==> src/rtl/mdu_issue_ctrl_pkg.sv <==
// Shared types for the execute-stage MDU issue controller: ALU opcodes, FSM states
// and opcode class helpers.
package mdu_issue_ctrl_pkg;

  localparam int unsigned XLEN = 32;

  typedef enum logic [4:0] {
    ALU_ADD, ALU_SUB, ALU_SLL, ALU_SLT, ALU_SLTU, ALU_XOR, ALU_SRL, ALU_SRA,
    ALU_OR, ALU_AND, ALU_MUL, ALU_MULH, ALU_MULHSU, ALU_MULHU,
    ALU_DIV, ALU_DIVU, ALU_REM, ALU_REMU
  } alu_op_e;

  typedef enum logic [1:0] {
    MDU_IDLE, MDU_EXEC, MDU_DONE, MDU_DRAIN
  } mdu_state_e;

  function automatic logic is_mext_op(input alu_op_e op);
    return op inside {ALU_MUL, ALU_MULH, ALU_MULHSU, ALU_MULHU,
                      ALU_DIV, ALU_DIVU, ALU_REM, ALU_REMU};
  endfunction

  function automatic logic is_div_op(input alu_op_e op);
    return op inside {ALU_DIV, ALU_DIVU, ALU_REM, ALU_REMU};
  endfunction

endpackage

==> src/rtl/mdu_issue_ctrl_result_cache.sv <==
// One-entry result cache for M-extension ops; built only when MDU_RESULT_CACHE_EN is defined.
`ifdef MDU_RESULT_CACHE_EN
module mdu_result_cache
  import mdu_issue_ctrl_pkg::*;
(
  input  logic            clk,
  input  logic            reset,
  input  logic            inval,
  input  logic [XLEN-1:0] lk_a,
  input  logic [XLEN-1:0] lk_b,
  input  alu_op_e         lk_op,
  output logic            lk_hit_c,
  output logic [XLEN-1:0] lk_result_c,
  input  logic            fill_en,
  input  logic [XLEN-1:0] fill_a,
  input  logic [XLEN-1:0] fill_b,
  input  alu_op_e         fill_op,
  input  logic [XLEN-1:0] fill_result
);

  logic            valid_q;
  logic [XLEN-1:0] a_q, b_q, result_q;
  alu_op_e         op_q;

  // Invalidate wins over a same-cycle fill
  always_ff @(posedge clk) begin
    if (reset) begin
      valid_q  <= 1'b0;
      a_q      <= '0;
      b_q      <= '0;
      op_q     <= ALU_ADD;
      result_q <= '0;
    end else if (inval) begin
      valid_q <= 1'b0;
    end else if (fill_en) begin
      valid_q  <= 1'b1;
      a_q      <= fill_a;
      b_q      <= fill_b;
      op_q     <= fill_op;
      result_q <= fill_result;
    end
  end

  assign lk_hit_c    = valid_q && (lk_a == a_q) && (lk_b == b_q) && (lk_op == op_q);
  assign lk_result_c = result_q;

endmodule
`endif

==> src/rtl/mdu_issue_ctrl.sv <==
// Execute-stage issue controller for the shared multi-cycle ALU/divider.
// Optional one-entry M-ext result cache enabled by defining MDU_RESULT_CACHE_EN.
module mdu_issue_ctrl
  import mdu_issue_ctrl_pkg::*;
#(
  parameter int unsigned TAG_W       = 4,
  parameter int unsigned TIMEOUT_CYC = 64
) (
  input  logic             clk,
  input  logic             reset,
  input  logic             req_valid,
  output logic             req_ready,
  input  logic [XLEN-1:0]  req_a,
  input  logic [XLEN-1:0]  req_b,
  input  alu_op_e          req_op,
  input  logic [TAG_W-1:0] req_tag,
  output logic             rsp_valid,
  input  logic             rsp_ready,
  output logic [XLEN-1:0]  rsp_result,
  output logic [TAG_W-1:0] rsp_tag,
  output logic             rsp_err,
  input  logic             flush,
  output logic             busy,
  output logic [XLEN-1:0]  alu_a,
  output logic [XLEN-1:0]  alu_b,
  output alu_op_e          alu_op,
  input  logic [XLEN-1:0]  alu_result,
  input  logic             alu_ready
);

  localparam int unsigned     CNT_W    = $clog2(TIMEOUT_CYC);
  localparam logic [CNT_W-1:0] CNT_LAST = CNT_W'(TIMEOUT_CYC - 1);

  mdu_state_e       state, state_nx;
  logic [CNT_W-1:0] cyc_cnt;
  logic [TAG_W-1:0] tag_q;
  logic             hit_pend;
  logic             accept, done_ok, timeout, hit;
  logic [XLEN-1:0]  hit_result;

  logic             rsp_valid_d, rsp_err_d, busy_d;
  logic [XLEN-1:0]  rsp_result_d, alu_a_d, alu_b_d;
  logic [TAG_W-1:0] rsp_tag_d;
  alu_op_e          alu_op_d;

  // A pending cache hit blocks new requests for its one IDLE cycle
  assign req_ready = (state == MDU_IDLE) && !flush && !hit_pend;
  assign accept    = req_valid && req_ready;
  // The first EXEC cycle's ready may still reflect the previous divide, so it is ignored
  assign done_ok   = (state == MDU_EXEC) && !flush && alu_ready && (cyc_cnt != '0);
  assign timeout   = (state == MDU_EXEC) && !flush && !done_ok && (cyc_cnt == CNT_LAST);

`ifdef MDU_RESULT_CACHE_EN
  logic cache_hit_c;

  mdu_result_cache u_cache (
    .clk        (clk),
    .reset      (reset),
    .inval      (timeout),
    .lk_a       (req_a),
    .lk_b       (req_b),
    .lk_op      (req_op),
    .lk_hit_c   (cache_hit_c),
    .lk_result_c(hit_result),
    .fill_en    (done_ok && is_mext_op(alu_op)),
    .fill_a     (alu_a),
    .fill_b     (alu_b),
    .fill_op    (alu_op),
    .fill_result(alu_result)
  );

  assign hit = accept && is_mext_op(req_op) && cache_hit_c;
`else
  assign hit        = 1'b0;
  assign hit_result = '0;
`endif

  // State and registered outputs
  always_ff @(posedge clk) begin
    if (reset) begin
      state      <= MDU_IDLE;
      rsp_valid  <= 1'b0;
      rsp_err    <= 1'b0;
      rsp_result <= '0;
      rsp_tag    <= '0;
      busy       <= 1'b0;
      alu_a      <= '0;
      alu_b      <= '0;
      alu_op     <= ALU_ADD;
    end else begin
      state      <= state_nx;
      rsp_valid  <= rsp_valid_d;
      rsp_err    <= rsp_err_d;
      rsp_result <= rsp_result_d;
      rsp_tag    <= rsp_tag_d;
      busy       <= busy_d;
      alu_a      <= alu_a_d;
      alu_b      <= alu_b_d;
      alu_op     <= alu_op_d;
    end
  end

  // Next state; flush takes priority everywhere
  always_comb begin
    state_nx = state;
    unique case (state)
      MDU_IDLE: begin
        if (hit_pend && !flush)  state_nx = MDU_DONE;
        else if (accept && !hit) state_nx = MDU_EXEC;
      end
      MDU_EXEC: begin
        if (flush)                   state_nx = MDU_DRAIN;
        else if (done_ok)            state_nx = MDU_DONE;
        else if (timeout)            state_nx = MDU_DRAIN;
      end
      MDU_DONE: begin
        if (flush || rsp_ready)      state_nx = MDU_IDLE;
      end
      MDU_DRAIN: begin
        if (alu_ready)               state_nx = (rsp_err && !flush) ? MDU_DONE : MDU_IDLE;
      end
      default:                       state_nx = MDU_IDLE;
    endcase
  end

  // Next values of the registered outputs
  always_comb begin
    rsp_valid_d  = (state_nx == MDU_DONE);
    busy_d       = (state_nx != MDU_IDLE);
    rsp_result_d = rsp_result;
    rsp_tag_d    = rsp_tag;
    rsp_err_d    = rsp_err;
    alu_a_d      = alu_a;
    alu_b_d      = alu_b;
    alu_op_d     = ALU_ADD;
    if (accept) begin
      alu_a_d   = req_a;
      alu_b_d   = req_b;
      rsp_err_d = 1'b0;
    end
    if (state_nx == MDU_EXEC) alu_op_d = accept ? req_op : alu_op;
    if (hit) begin
      rsp_result_d = hit_result;
      rsp_tag_d    = req_tag;
    end
    if (done_ok) begin
      rsp_result_d = alu_result;
      rsp_tag_d    = tag_q;
      rsp_err_d    = 1'b0;
    end
    if (timeout) begin
      rsp_result_d = '0;
      rsp_tag_d    = tag_q;
      rsp_err_d    = 1'b1;
    end
    if (flush) rsp_err_d = 1'b0;
  end

  // Tag latch, saturating EXEC cycle counter, cache-hit pending flag
  always_ff @(posedge clk) begin
    if (reset) begin
      cyc_cnt  <= '0;
      tag_q    <= '0;
      hit_pend <= 1'b0;
    end else begin
      hit_pend <= hit;
      if (accept) begin
        cyc_cnt <= '0;
        tag_q   <= req_tag;
      end else if ((state == MDU_EXEC) && (cyc_cnt != CNT_LAST)) begin
        cyc_cnt <= cyc_cnt + CNT_W'(1);
      end
    end
  end

endmodule
==> config.mk <==
export PLATFORM = sky130hd
export DESIGN_NAME = mdu_issue_ctrl
export DESIGN_NICKNAME = d
export VERILOG_FILES = /design/src/rtl/mdu_issue_ctrl_pkg.sv /design/src/rtl/mdu_issue_ctrl_result_cache.sv /design/src/rtl/mdu_issue_ctrl.sv
export SDC_FILE = /design/constraint.sdc
export NUM_CORES = 1
export LEC_CHECK = 0
export ABC_AREA = 1
export CAP_MARGIN = 20
export CORE_MARGIN = 5
export CORE_UTILIZATION = 37
export DETAILED_ROUTE_END_ITERATION = 10
export PLACE_DENSITY_LB_ADDON = 0.12
export SKIP_LAST_GASP = 1
export SLEW_MARGIN = 20
export SYNTH_ARGS = -nofsm -noshare
export SYNTH_HDL_FRONTEND = slang
export SYNTH_SLANG_ARGS = --single-unit
==> constraint.sdc <==
create_clock -name clk -period 1.45 [get_ports clk]
set_input_delay 0.29 -clock clk [delete_from_list [all_inputs] [get_ports clk]]
set_output_delay 0.29 -clock clk [all_outputs]
set_load 0.01 [all_outputs]
# Word-level counts from Yosys, hierarchy flattened
# Index checks and enable logic that the tools add are counted.
[totals]
input_bits = 111
word_cells = 54
output_inout_bits = 109
reg_bits = 120
[classes]
add_sub_neg = 1
bitwise_logic = 1
n_eq_ne = 7
n_reduce_logical = 21
mux = 13
[op_table]
columns = ["op", "count"]
rows = [
  ["$mux W2", 7],
  ["$logic_and A1 B1 Y1", 9],
  ["$mux W4", 2],
  ["$pmux W2 S4", 1],
  ["$reduce_or A2 Y1", 4],
  ["$add A6 B1 Y6 const B", 1],
  ["$eq A2 B2 Y1 const B", 3],
  ["$eq A6 B6 Y1 const B", 1],
  ["$ne A6 B6 Y1 const B", 1],
  ["$reduce_bool A6 Y1", 1],
  ["$eq A2 B1 Y1 const B", 2],
  ["$reduce_bool A2 Y1", 2],
  ["$mux W1", 3],
  ["$reduce_bool A3 Y1", 1],
  ["$logic_not A1 Y1", 2],
  ["$logic_not A2 Y1", 1],
  ["$logic_or A1 B1 Y1", 1],
  ["$not A1 Y1", 1],
]

# Logic depth before layout (Yosys ltp)
[logic_depth]
ltp_word = 14
depth_mapped = 9
depth_no_buf = 9

# Worst setup path after synthesis
# No wires, ideal clock.
[synth_timing]
path_type = "flip-flop to flip-flop"
from = "register cyc_cnt[0]"
to = "register rsp_result[10]"
setup_slack_ns = 0.063
n_path_buf = 1
t_required_ns = 1.384
arrival_time_ns = 1.321
stages_incl_launch_ff = 7
period_less_slack_ns = 1.387
setup_time_ns = 0.066
path_cell_list = "dfxtp_1 inv_1 ha_1 nand3_1 clkbuf_1 nand3_1 a21oi_2"
[synth_via]
elab_chain_len = 6
word_cells_on_any_way = 7
cone_classes = "eq/ne: 1; reduce/logical: 6"
[synth_rtl]
columns = ["item", "line_no", "text"]
rows = [
  ["from (decl)", "mdu_issue_ctrl.sv:35", "logic [CNT_W-1:0] cyc_cnt;"],
  ["from (signal assigned)", "mdu_issue_ctrl.sv:171", "cyc_cnt <= cyc_cnt + CNT_W'(1);"],
  ["$reduce_bool A6 Y1", "mdu_issue_ctrl.sv:50", "assign done_ok = (state == MDU_EXEC) && !flush && alu_ready && (cyc_cnt != '0);"],
  ["$logic_and A1 B1 Y1", "mdu_issue_ctrl.sv:50", ""],
  ["$logic_not A1 Y1", "mdu_issue_ctrl.sv:51", "assign timeout = (state == MDU_EXEC) && !flush && !done_ok && (cyc_cnt == CNT_LAST);"],
  ["$logic_and A1 B1 Y1 (2 in a row)", "mdu_issue_ctrl.sv:51", ""],
  ["$reduce_or A2 Y1 (no source line)", "n/a", ""],
  ["to (signal assigned)", "mdu_issue_ctrl.sv:94", "rsp_result <= rsp_result_d;"],
  ["to (decl)", "mdu_issue_ctrl.sv:19", "output logic [XLEN-1:0] rsp_result,"],
]
# Several ways; a longest one is shown, not always the timed one.
# A chain may end at the register's enable or synchronous reset.

# Worst setup path after layout
[layout_timing]
from = "register state[0]"
to = "output req_ready"
[layout_via]
elab_chain_len = 2
[layout_rtl]
columns = ["item", "line_no", "text"]
rows = [
  ["from (decl)", "mdu_issue_ctrl.sv:34", "mdu_state_e state, state_nx;"],
  ["from (signal assigned)", "mdu_issue_ctrl.sv:91", "state <= state_nx;"],
  ["$logic_not A2 Y1", "mdu_issue_ctrl.sv:47", "assign req_ready = (state == MDU_IDLE) && !flush && !hit_pend;"],
  ["$logic_and A1 B1 Y1", "mdu_issue_ctrl.sv:47", ""],
  ["to (decl)", "mdu_issue_ctrl.sv:12", "output logic req_ready,"],
]
# No other way between the ends.

==> flow_summary.json <==
{
  "dpl.hpwl_um": 9810,
  "netlist_instances": 565,
  "critical_path.endpoint_type": "output port",
  "ctsHoldBuffers": 0,
  "grt_max_degree": 65,
  "timing.critical_path.cells": "nor3_4, buf_6",
  "yosysWarnings": 0,
  "path_max_fanout": 5,
  "grt.overflow.total": 0,
  "most_common_library_cell_in_the_layout_ignoring_fill_and_taps": "nand2_1",
  "layout.nets": 909,
  "worst_voltage_drop_across_the_vdd_grid_mv": 0.716,
  "synth-seq-area-share_pct": 53.1,
  "io-pin-count": 220,
  "chipHeight_um": 121,
  "total_leakage_power_nw": 3.36,
  "clockRootBuffer": "clkbuf_16",
  "startpoint_type": "flip-flop",
  "syn-mean-instance-area_um2": 8.01,
  "diodes": 0,
  "postLayoutSetupSlackWorst_ns": -0.00353,
  "vias_in_the_first_global_route": 4387,
  "top_area_cells_in_the_synthesized_netlist": "dfxtp_1 (53%), nand2_1 (16%), a21oi_1 (8.6%)",
  "placeableCoreArea_mm2": 0.0120,
  "number_of_setup_violations_in_the_final_report": 1,
  "cp_slowest_cell": "dfxtp_2",
  "outcome": "finished, violations left",
  "postSynthNetCount": 678,
  "wl_um": 14200,
  "buffers_on_ports": 219,
  "die_area_mm2": 0.0145,
  "worstSetupPathType": "reg2out",
  "start_util_pct": 37.7,
  "required_ns": 1.16,
  "worst_hold_slack_ns": 0.350,
  "postSynthRegisterBits": 120,
  "grt_first_pass_wirelength_um": 22100,
  "fmaxAchievable_ghz": 0.688,
  "final_hold_vio_count": 0,
  "overall_fraction_of_global_route_tracks_in_use_pct": 19.2,
  "drt-wirelength-per-cell_um": 14.9,
  "route.antenna.remaining_nets": 0,
  "area_after_detailed_placement_mm2": 0.00691,
  "worst_path_dominant_cell_family": "flip-flops",
  "place.gp.congestion": 0.808,
  "clock_path_buffers": 2,
  "finalWorstPathRequiredPeriod_ns": 1.45,
  "timing_max_transition_violations_final": 0,
  "worstSkewPairLatency_ns": 0.41,
  "power_mw": 8.44,
  "leading_cell_types_in_the_layout_fill_and_taps_excluded": "nand2_1 (190), dfxtp_1 (116), clkdlybuf4s50_1 (108), dlygate4sd2_1 (108), a21oi_1 (77)",
  "place_worst_setup_slack_ns": -0.614,
  "clk_pin_slew_ns": 0.05,
  "cts_tree": "built",
  "floorplan.die.width_um": 121,
  "crit_buf_inv": 1,
  "nFillCells": 1024,
  "via_count": 4565,
  "worst_pin_slew_ns": 0.364,
  "syn_area_mm2": 0.00453,
  "share_of_layout_cells_above_drive_strength_1_pct": 15.7,
  "avgViaCountPerCell": 4.78,
  "timing.critical_path.arrival_ns": 1.16,
  "drc_errors": 0,
  "synth_top_area_cell": "dfxtp_1",
  "power.density_cell_area_mw_per_mm2": 1100,
  "rsz0062_at_grt": "true",
  "numCtsBuffers": 17,
  "pre_antenna_drt_iters": 4,
  "worst_slew_margin_rel_pct": 75.7,
  "syn2layout_area_growth_pct": 69.9,
  "clk_sinks": 120,
  "failed_checks": "negative setup slack",
  "timing.clock.skew_ns": 0.00796,
  "dr.first_iter.drc_count": 170,
  "stdcell_area_mm2": 0.00769,
  "placementRows": 40,
  "antenna_found_initial": 0,
  "htree_levels": 4,
  "max_cap_viol_count": 0,
  "cp_slowest_stage_delay_ns": 0.35,
  "netlist-cell-type-count": 24,
  "netlist.area_leader.share_pct": 53.1,
  "holdCritPathClass": "in2reg",
  "final.setup.tns_ns": -0.00353,
  "final_min_period_over_clock_period_pct": 100
}
==> cell families (layout without fill, tap and decap cells) <==
kind of cell	after synthesis	count (layout)	synth area share [%]
and+or+nand+nor	260	260	23.9
buffers and inverters	60	303	6.08
DFF	120	120	53.1
adders and majority gates	2	2	0.553
AOI/OAI and AO/OA	120	120	15.8
xor gates and xnor gates	3	3	0.581
==> per-stage QoR <==
stage	util, %	std cells
floorplan	-	565
global placement	57.5	917
detailed placement	57.5	917
CTS	62.2	952
global route	64.0	955
finish	64.0	955
==> registers in the layout, summed over array words and instances (netlist names) <==
signal and cells:
alu_b 32, rsp_err 1, alu_a 32, state 2
tag_q 4, rsp_tag 4, rsp_valid 1, rsp_result 32
alu_op 5, cyc_cnt 6, busy 1
==> worst reg2reg max path, cell delays in order (launching register included) <==
cell and delay, ns:
dfxtp_4 0.37, ha_4 0.15, nand3_4 0.09, nor2_4 0.17
nand3_4 0.10, nand2_4 0.13, buf_12 0.12, buf_6 0.13
a21oi_2 0.04
==> worst paths after layout <==
path,from,to,slack [ns],cells after the start
hold / removal,reset,alu_a[17]$_SDFFE_PP0P_,0.35,3
setup reg to reg,cyc_cnt[0]$_SDFFE_PP0P_,rsp_result[8]$_SDFFE_PP0P_,0.04,8
setup / recovery,state[0]$_SDFF_PP0_,req_ready,-0.004,2
hold reg to reg,tag_q[3]$_SDFFE_PP0P_,rsp_tag[3]$_SDFFE_PP0P_,0.45,2
==> repair_timing <==
action / 4_1_cts / 5_1_grt
gates resized for setup: 129 / 50
pin swaps: 4 / 7
buffers inserted: 3 / 3
setup endpoints to repair: 159 / 114
cloned: 1 / 1
==> metal layers <==
layer | global-route usage [%] | vias up | wire length (µm)
li1 | - | 2289 | -
met4 | 8.29 | 0 | 373
met5 | 0 | - | 0
met2 | 31.1 | 172 | 6810
met3 | 9.07 | 32 | 1410
met1 | 21.6 | 2072 | 5600
==> synthesized netlist by cell type, drive strengths merged <==
cell type and count:
a211oi 1, a21oi 108, buf 18, clkbuf 17, dfxtp 120, ha 2, inv 25, nand2 202
nand3 39, nand3b 3, nor2 10, nor3 6, o21ai 11, xnor2 1, xor2 2
==> area by class of cell <==
type                            count  area, µm²  share of cell area (%)
Clock buffer                       30        554                    7.21
Tap cell                          147        184                    2.39
Timing Repair Buffer              247       2430                    31.6
Inverter                           25        101                    1.32
Multi-Input combinational cell    385       2000                    26.0
Clock inverter                      1       5.00                  0.0651
Sequential cell                   120       2410                    31.4
==> report_power, final <==
part           total [mW]  switching [mW]  internal [mW]
sequential           3.48          0.0614           3.42
clock                3.90            1.36           2.54
combinational        1.06           0.496          0.563
total                8.44            1.92           6.52
(Power assumes the default switching activity.)
